$ cat config.mk
export PLATFORM = sky130hd
export DESIGN_NAME = reset_sequencer
export DESIGN_NICKNAME = d
export VERILOG_FILES = /design/src/rtl/reset_sequencer.sv
export SDC_FILE = /design/constraint.sdc
export NUM_CORES = 1
export LEC_CHECK = 0
export BUFFER_PORTS_ARGS = -buffer_cell sky130_fd_sc_hd__buf_2
export CAP_MARGIN = 20
export CORE_ASPECT_RATIO = 0.8
export CORE_MARGIN = 10
export CORE_UTILIZATION = 57
export CTS_BUF_LIST = sky130_fd_sc_hd__clkbuf_16
export CTS_CLUSTER_DIAMETER = 150
export DETAILED_ROUTE_END_ITERATION = 8
export GPL_TIMING_DRIVEN = 0
export PLACE_DENSITY = 0.82
export SYNTH_ARGS = -nofsm -noshare
export SYNTH_HDL_FRONTEND = slang
export SYNTH_SLANG_ARGS = --single-unit
export TNS_END_PERCENT = 50
$ cat constraint.sdc
create_clock -name c -period 2.3 [get_ports c]
set_clock_uncertainty 0.1 [all_clocks]
set_input_delay 0.575 -clock c [delete_from_list [all_inputs] [get_ports c]]
set_output_delay 0.575 -clock c [all_outputs]
set_load 0.02 [all_outputs]
$ cat src/rtl/reset_sequencer.sv
// Reset sequencer: filters PLL lock, holds, then releases STAGES reset domains STAGE_GAP cycles apart.
// All outputs are registered; lock loss or software request re-asserts every domain on the next edge.
module reset_sequencer #(
   parameter int LOCK_FILTER = 4,
   parameter int HOLD_CYCLES = 128,
   parameter int STAGES      = 2,
   parameter int STAGE_GAP   = 16
) (
   input  logic              c,
   input  logic              r,
   input  logic              locked,
   input  logic              sw_rst_req,
   output logic [STAGES-1:0] rst_out,
   output logic              all_released,
   output logic [1:0]        state,
   output logic [7:0]        lock_loss_cnt
);

   localparam int FW = $clog2(LOCK_FILTER) + 1;
   localparam int HW = $clog2(HOLD_CYCLES) + 1;
   localparam int GW = $clog2(STAGE_GAP) + 1;

   localparam logic [FW-1:0] FILT_TERM = FW'(LOCK_FILTER - 1);
   localparam logic [HW-1:0] HOLD_TERM = HW'(HOLD_CYCLES - 1);
   localparam logic [GW-1:0] GAP_TERM  = GW'(STAGE_GAP - 1);

   typedef enum logic [1:0] {
      WAIT_LOCK = 2'd0,
      HOLD      = 2'd1,
      RELEASE   = 2'd2,
      RUN       = 2'd3
   } state_e;

   state_e            state_q = WAIT_LOCK;
   state_e            state_d;
   logic [FW-1:0]     filt_q = '0;
   logic [FW-1:0]     filt_d;
   logic [HW-1:0]     hold_q = '0;
   logic [HW-1:0]     hold_d;
   logic [GW-1:0]     gap_q = '0;
   logic [GW-1:0]     gap_d;
   logic [STAGES-1:0] rst_out_q = '1;
   logic [STAGES-1:0] rst_out_d;
   logic              all_rel_q = 1'b0;
   logic              all_rel_d;
   logic [7:0]        llc_q = 8'd0;
   logic [7:0]        llc_d;

   logic              lock_loss;
   logic              sw_hit;
   logic [STAGES-1:0] rst_shift;

   // Domains release low-bit first, so each release is a left shift of the asserted mask.
   assign rst_shift = rst_out_q << 1;
   assign lock_loss = !locked && (state_q != WAIT_LOCK);
   assign sw_hit    = sw_rst_req && (state_q != WAIT_LOCK);

   always_ff @(posedge c) begin
      if (r) begin
         state_q   <= WAIT_LOCK;
         filt_q    <= '0;
         hold_q    <= '0;
         gap_q     <= '0;
         rst_out_q <= '1;
         all_rel_q <= 1'b0;
         llc_q     <= 8'd0;
      end else begin
         state_q   <= state_d;
         filt_q    <= filt_d;
         hold_q    <= hold_d;
         gap_q     <= gap_d;
         rst_out_q <= rst_out_d;
         all_rel_q <= all_rel_d;
         llc_q     <= llc_d;
      end
   end

   always_comb begin
      state_d = state_q;
      case (state_q)
         WAIT_LOCK: if (locked && filt_q == FILT_TERM) state_d = HOLD;
         HOLD:      if (hold_q == HOLD_TERM) state_d = (STAGES == 1) ? RUN : RELEASE;
         RELEASE:   if (gap_q == GAP_TERM && rst_shift == '0) state_d = RUN;
         default:   ;
      endcase
      if (sw_hit)    state_d = HOLD;
      // Lock loss outranks a concurrent software request.
      if (lock_loss) state_d = WAIT_LOCK;
   end

   always_comb begin
      filt_d    = filt_q;
      hold_d    = hold_q;
      gap_d     = gap_q;
      rst_out_d = rst_out_q;
      all_rel_d = all_rel_q;
      llc_d     = llc_q;
      case (state_q)
         WAIT_LOCK: begin
            hold_d = '0;
            if (!locked || filt_q == FILT_TERM) filt_d = '0;
            else                                filt_d = filt_q + FW'(1);
         end
         HOLD: begin
            if (hold_q == HOLD_TERM) begin
               hold_d    = '0;
               gap_d     = '0;
               rst_out_d = rst_shift;
               all_rel_d = (STAGES == 1);
            end else begin
               hold_d = hold_q + HW'(1);
            end
         end
         RELEASE: begin
            if (gap_q == GAP_TERM) begin
               gap_d     = '0;
               rst_out_d = rst_shift;
               all_rel_d = (rst_shift == '0);
            end else begin
               gap_d = gap_q + GW'(1);
            end
         end
         default: ;
      endcase
      if (sw_hit) begin
         rst_out_d = '1;
         all_rel_d = 1'b0;
         hold_d    = '0;
      end
      if (lock_loss) begin
         rst_out_d = '1;
         all_rel_d = 1'b0;
         filt_d    = '0;
         if (llc_q != 8'hFF) llc_d = llc_q + 8'd1;
      end
   end

   assign rst_out       = rst_out_q;
   assign all_released  = all_rel_q;
   assign state         = state_q;
   assign lock_loss_cnt = llc_q;

endmodule

# ---- Word-level counts from Yosys, hierarchy flattened
# Index checks and enable logic that the tools add are counted.
dict set report classes {
  multipliers 0
  reduce_logical 21
  bitwise 0
  n_shift 0
  n_addsub 4
  n_lt_le_gt_ge 0
  n_div 0
  eq_ne 13
  mux 17
}
# operator n
set ops {}
lappend ops {{$add 8x1->8 const B} 2}
lappend ops {{$pmux 8 s2} 1}
lappend ops {{$mux 2} 5}
lappend ops {{$mux 5} 2}
lappend ops {{$pmux 5 s2} 1}
lappend ops {{$ne 3x3->1 const B} 3}
lappend ops {{$eq 8x7->1 const B} 1}
lappend ops {{$mux 8} 1}
lappend ops {{$ne 2x2->1 const B} 4}
lappend ops {{$ne 8x8->1 const B} 1}
lappend ops {{$reduce_and 4->1} 2}
lappend ops {{$pmux 2 s3} 1}
lappend ops {{$reduce_bool 2->1} 3}
lappend ops {{$add 5x1->5 const B} 1}
lappend ops {{$eq 5x4->1 const B} 1}
lappend ops {{$logic_and 1x1->1} 4}
lappend ops {{$logic_not 2->1} 2}
lappend ops {{$pmux 2 s2} 1}
lappend ops {{$reduce_and 2->1} 2}
lappend ops {{$reduce_bool 4->1} 1}
lappend ops {{$reduce_or 2->1} 2}
lappend ops {{$add 3x1->3 const B} 1}
lappend ops {{$eq 3x2->1 const B} 1}
lappend ops {{$mux 1} 3}
lappend ops {{other kinds (9)} 9}
dict set report totals {
  memories 0
  in_bits 4
  rom_bits 0
  register_bits 29
  elab_cells 63
  ram_bits 0
  latch_bits 0
  out_inout_bits 13
}

# ---- Longest topological paths before layout
dict set report logic_depth {
  ltp_word 5
  ltp_mapped 7
  mapped_depth_nobuf 6
}

# ---- Worst setup path after synthesis
# No wires, ideal clock.
dict set report synth_path {
  path_kind {flip-flop to flip-flop}
  start {register state_q[0], in the netlist state[0]}
  end {register llc_q[5], in the netlist lock_loss_cnt[5]}
  arrival_ns 1.824
  synth_period_minus_slack_ns 1.994
  required_ns 2.129
  setup_time_ns 0.071
  path_stages_with_launch 7
  path_slack_ns 0.306
  path_buffers 0
  cell_sequence {dfxtp_1 > inv_1 > ha_1 > nor2_1 > nand4_1 > or4_1 > a21oi_1}
}
dict set report synth_via {
  elab_chain_len 3
}
# element line_no
set synth_lines {}
lappend synth_lines {{from (decl)} 34} ;# state_e state_q = WAIT_LOCK;
lappend synth_lines {{from (signal assigned)} 68} ;# state_q <= state_d;
lappend synth_lines {{$reduce_bool 2->1} 55} ;# assign lock_loss = !locked && (state_q != WAIT_LOCK);
lappend synth_lines {{$logic_and 1x1->1} 55}
lappend synth_lines {{$reduce_and 2->1 (no source line)} --}
lappend synth_lines {{to (signal assigned)} 74} ;# llc_q <= llc_d;
lappend synth_lines {{to (decl)} 46} ;# logic [7:0] llc_q = 8'd0;
# Every way passes these cells.
# A chain may end at the register's enable or synchronous reset.

# ---- Worst setup path after layout
# Same ends and word-level chain as after synthesis.

==> impl_metrics.toml <==
[setup_path]
critPathSlowestCell = "or4_1"
cp.required_ns = 2.40
cp.arrival_ns = 2.30
path_buf_inv = 1
crit_chain = "inv_1 -> ha_1 -> nor2_2 -> nand4_1 -> or4_1 -> a21oi_1"
end_kind = "register"
startpoint_type = "register"
timing_worst_setup_path_type = "reg -> reg"
cpPeakStageDelay_ns = 0.47
cp_max_fo = 8
cp_top_family = "simple AND/OR/NAND/NOR gates"

[timing]
min_period_ns = 2.19
finalHoldViolCount = 0
finalSetupViolations = 0
final-max-slew-violation-count = 0
max_freq_mhz = 456
relSlewSlack = 0.601
fin_crit_sh = 0.954
worst_slew_pin_slew_ns = 0.594
timing.final.ws_setup_ns = 0.106

[place]
portBuffers = 15
hpwl_um = 2650
gp_congestion = 0.826
pre_cts_ws_ns = 0.119
dpl-instance-area_mm2 = 0.00165

[drt]
drtPass1Iterations = 4
wl_per_cell_um = 15.4
vias = 1435
final_antenna_net_count = 0
via_per_inst = 6.00
first_iter_violations = 109
drc = 0
wl_um = 3690

[synth]
ys_seq_elements = 29
synth_flop_cell = "dfxtp_1"
synthesis.nets = 193
yosys.area.top_type_share = 0.380
synthesis.instances = 180
ys_types = 43
synth_area_mm2 = 0.00153
ys_warn_count = 0
synth-edff-count = 0
yosysSeqAreaShare = 0.380
synth_top_area_cell = "dfxtp_1"
yosys-top-cells-area = "dfxtp_1 (38%), ha_1 (7.4%), a21oi_1 (4.3%)"
synth-async-reset-ratio = 0
postSynthAreaPerCell_um2 = 8.49

[grt]
antenna_found_initial = 0
grt_max_degree = 11
grt.overflow.total = 0
grt_pass1_wl_um = 6120
grt_pass1_vias = 1332
grt_use_total = 0.146

[pwr]
p_sw_uw = 343
power_frac_comb = 0.138
intPower_uw = 969
p_seq_frac = 0.406
p_per_area_mw_per_mm2 = 733
cellLeakagePower_nw = 0.691
power.share.clock = 0.456
ir_drop_uv = 606
swShare = 0.262

[outcome]
status = "finished, final reports clean"

[clock_network]
numCtsBuffers = 5
cts-root-buf = "clkbuf_16"
cts_tree = "done"
cts_buffer_depth = 2
insertion_delay_ns = 0.27
cts_setup_buffers = 0
cts.clk_slew.worst_paths_ns = 0.05
clock_sinks = 29
htreeDepth = 2

[final_layout]
area_delta_synth_final_pct = 17.1
drive_above_1_share = 0.138
fin_area_mm2 = 0.00179
fin_nets = 215
num_antenna_cells = 0
fillers = 195

[floorplan]
io_pins = 17
die_h_um = 66.3
std_cell_rows = 16
dieArea_mm2 = 0.00516
core_area_mm2 = 0.00250
die-width_um = 77.9
initial_core_util = 0.610

[job]
cap_viol_max_count = 0

[hold_path]
holdCritPathClass = "reg -> reg"
-- sequential cells by signal, indices dropped and copies added, names as in the netlist --
| name | cells |
|---|---|
| filt_q | 3 |
| hold_q | 8 |
| all_released | 1 |
| state | 2 |
| gap_q | 5 |
| rst_out | 2 |
| lock_loss_cnt | 8 |
-- final timing paths --
check	startpoint	to	cells after the start	slack, ns
setup / recovery	state[0]$_SDFFE_PP0P_	lock_loss_cnt[5]$_SDFFE_PP0P_	6	0.11
hold reg to reg	hold_q[7]$_SDFFE_PP0N_	hold_q[7]$_SDFFE_PP0N_	1	0.39
setup reg to reg	state[0]$_SDFFE_PP0P_	lock_loss_cnt[5]$_SDFFE_PP0P_	6	0.11
hold / removal	hold_q[7]$_SDFFE_PP0N_	hold_q[7]$_SDFFE_PP0N_	1	0.39
-- metrics by stage --
| stage | power [mW] | hold slack (ns) | instances | utilization | setup TNS (ns) |
|---|---|---|---|---|---|
| floorplan | 0.668 | 0.341 | 180 | - | 0 |
| global placement | 0.706 | 0.373 | 231 | 0.659 | 0 |
| detailed placement | 0.716 | 0.367 | 231 | 0.659 | 0 |
| CTS | 1.31 | 0.383 | 239 | 0.713 | 0 |
| global route | 1.36 | 0.421 | 239 | 0.715 | -0.00455 |
| finish | 1.31 | 0.386 | 239 | 0.715 | 0 |
-- cell families (layout without fill, tap and decap cells) --
group / count (synthesis) / count (layout) / share of synthesized area
compound gates: 48 / 48 / 0.210
xor+xnor: 4 / 4 / 0.0229
fa+ha+maj: 9 / 9 / 0.0737
buf+inv: 12 / 35 / 0.0295
flops: 29 / 29 / 0.380
mux: 5 / 5 / 0.0328
simple gates: 73 / 73 / 0.251
-- synth_stat cells (2+ instances only) --
master,number
nor3b_1,2
nor3_1,9
or3_1,3
clkbuf_1,5
nand3b_1,2
nand3_1,7
nand2_1,13
ha_1,9
a21boi_0,3
o31a_1,3
a21oi_1,13
dfxtp_1,29
inv_1,7
mux2i_1,5
o21ai_0,11
xnor2_1,2
a211oi_1,3
nor2_1,17
a41oi_1,2
nand4_1,2
and3_1,3
xor2_1,2
nand2b_1,5
a311oi_1,4
-- cell type report --
cell class                 count  area, µm²  share of cell area
multi-input combinational    139        907               0.507
sequential                    29        581               0.324
clock buffer                   5        125              0.0699
timing repair buffer          15       75.1              0.0420
tap                           36       45.0              0.0252
inverter                       7       26.3              0.0147
buffer                         5       18.8              0.0105
clock inverter                 3       11.3             0.00629
-- cell usage in the layout, fill, tap and decap left out, drive strengths merged, types with 5 or more instances in the layout --
| cell type | instances |
|---|---|
| ha | 9 |
| mux2i | 5 |
| nand2 | 13 |
| clkbuf | 10 |
| nor2 | 17 |
| o21ai | 11 |
| nand3 | 8 |
| a21oi | 13 |
| dfxtp | 29 |
| nor3 | 9 |
| nand2b | 5 |
| inv | 10 |
| buf | 15 |
-- worst register-to-register path, delay by kind of cell, from the launching register on --
family          cells  cell delay (ns)
buf+inv             1             0.13
compound gates      1             0.15
fa+ha+maj           1             0.32
flops               1             0.44
simple gates        3             0.98
-- metal layers --
layer | global-route usage | routed length (µm) | up-vias
met1 | 0.173 | 1610 | 670
met3 | 0.0462 | 247 | 8
met5 | 0 | 0 | -
met2 | 0.237 | 1770 | 49
li1 | - | - | 708
met4 | 0.0682 | 67 | 0
-- power groups by stage --
stage	clock network, mW	registers, mW	logic (mW)
final	0.598	0.533	0.181
after global routing	0.627	0.534	0.201
after CTS	0.605	0.533	0.177
after detailed placement	0	0.543	0.173
after global placement	0	0.541	0.165
after floorplan	0	0.552	0.115
-- timing repair --
item,4_1_cts,5_1_grt
hold buffers,0,0
resized for setup,0,2
endpoints found under the setup margin,0,2
(Power assumes the default switching activity.)
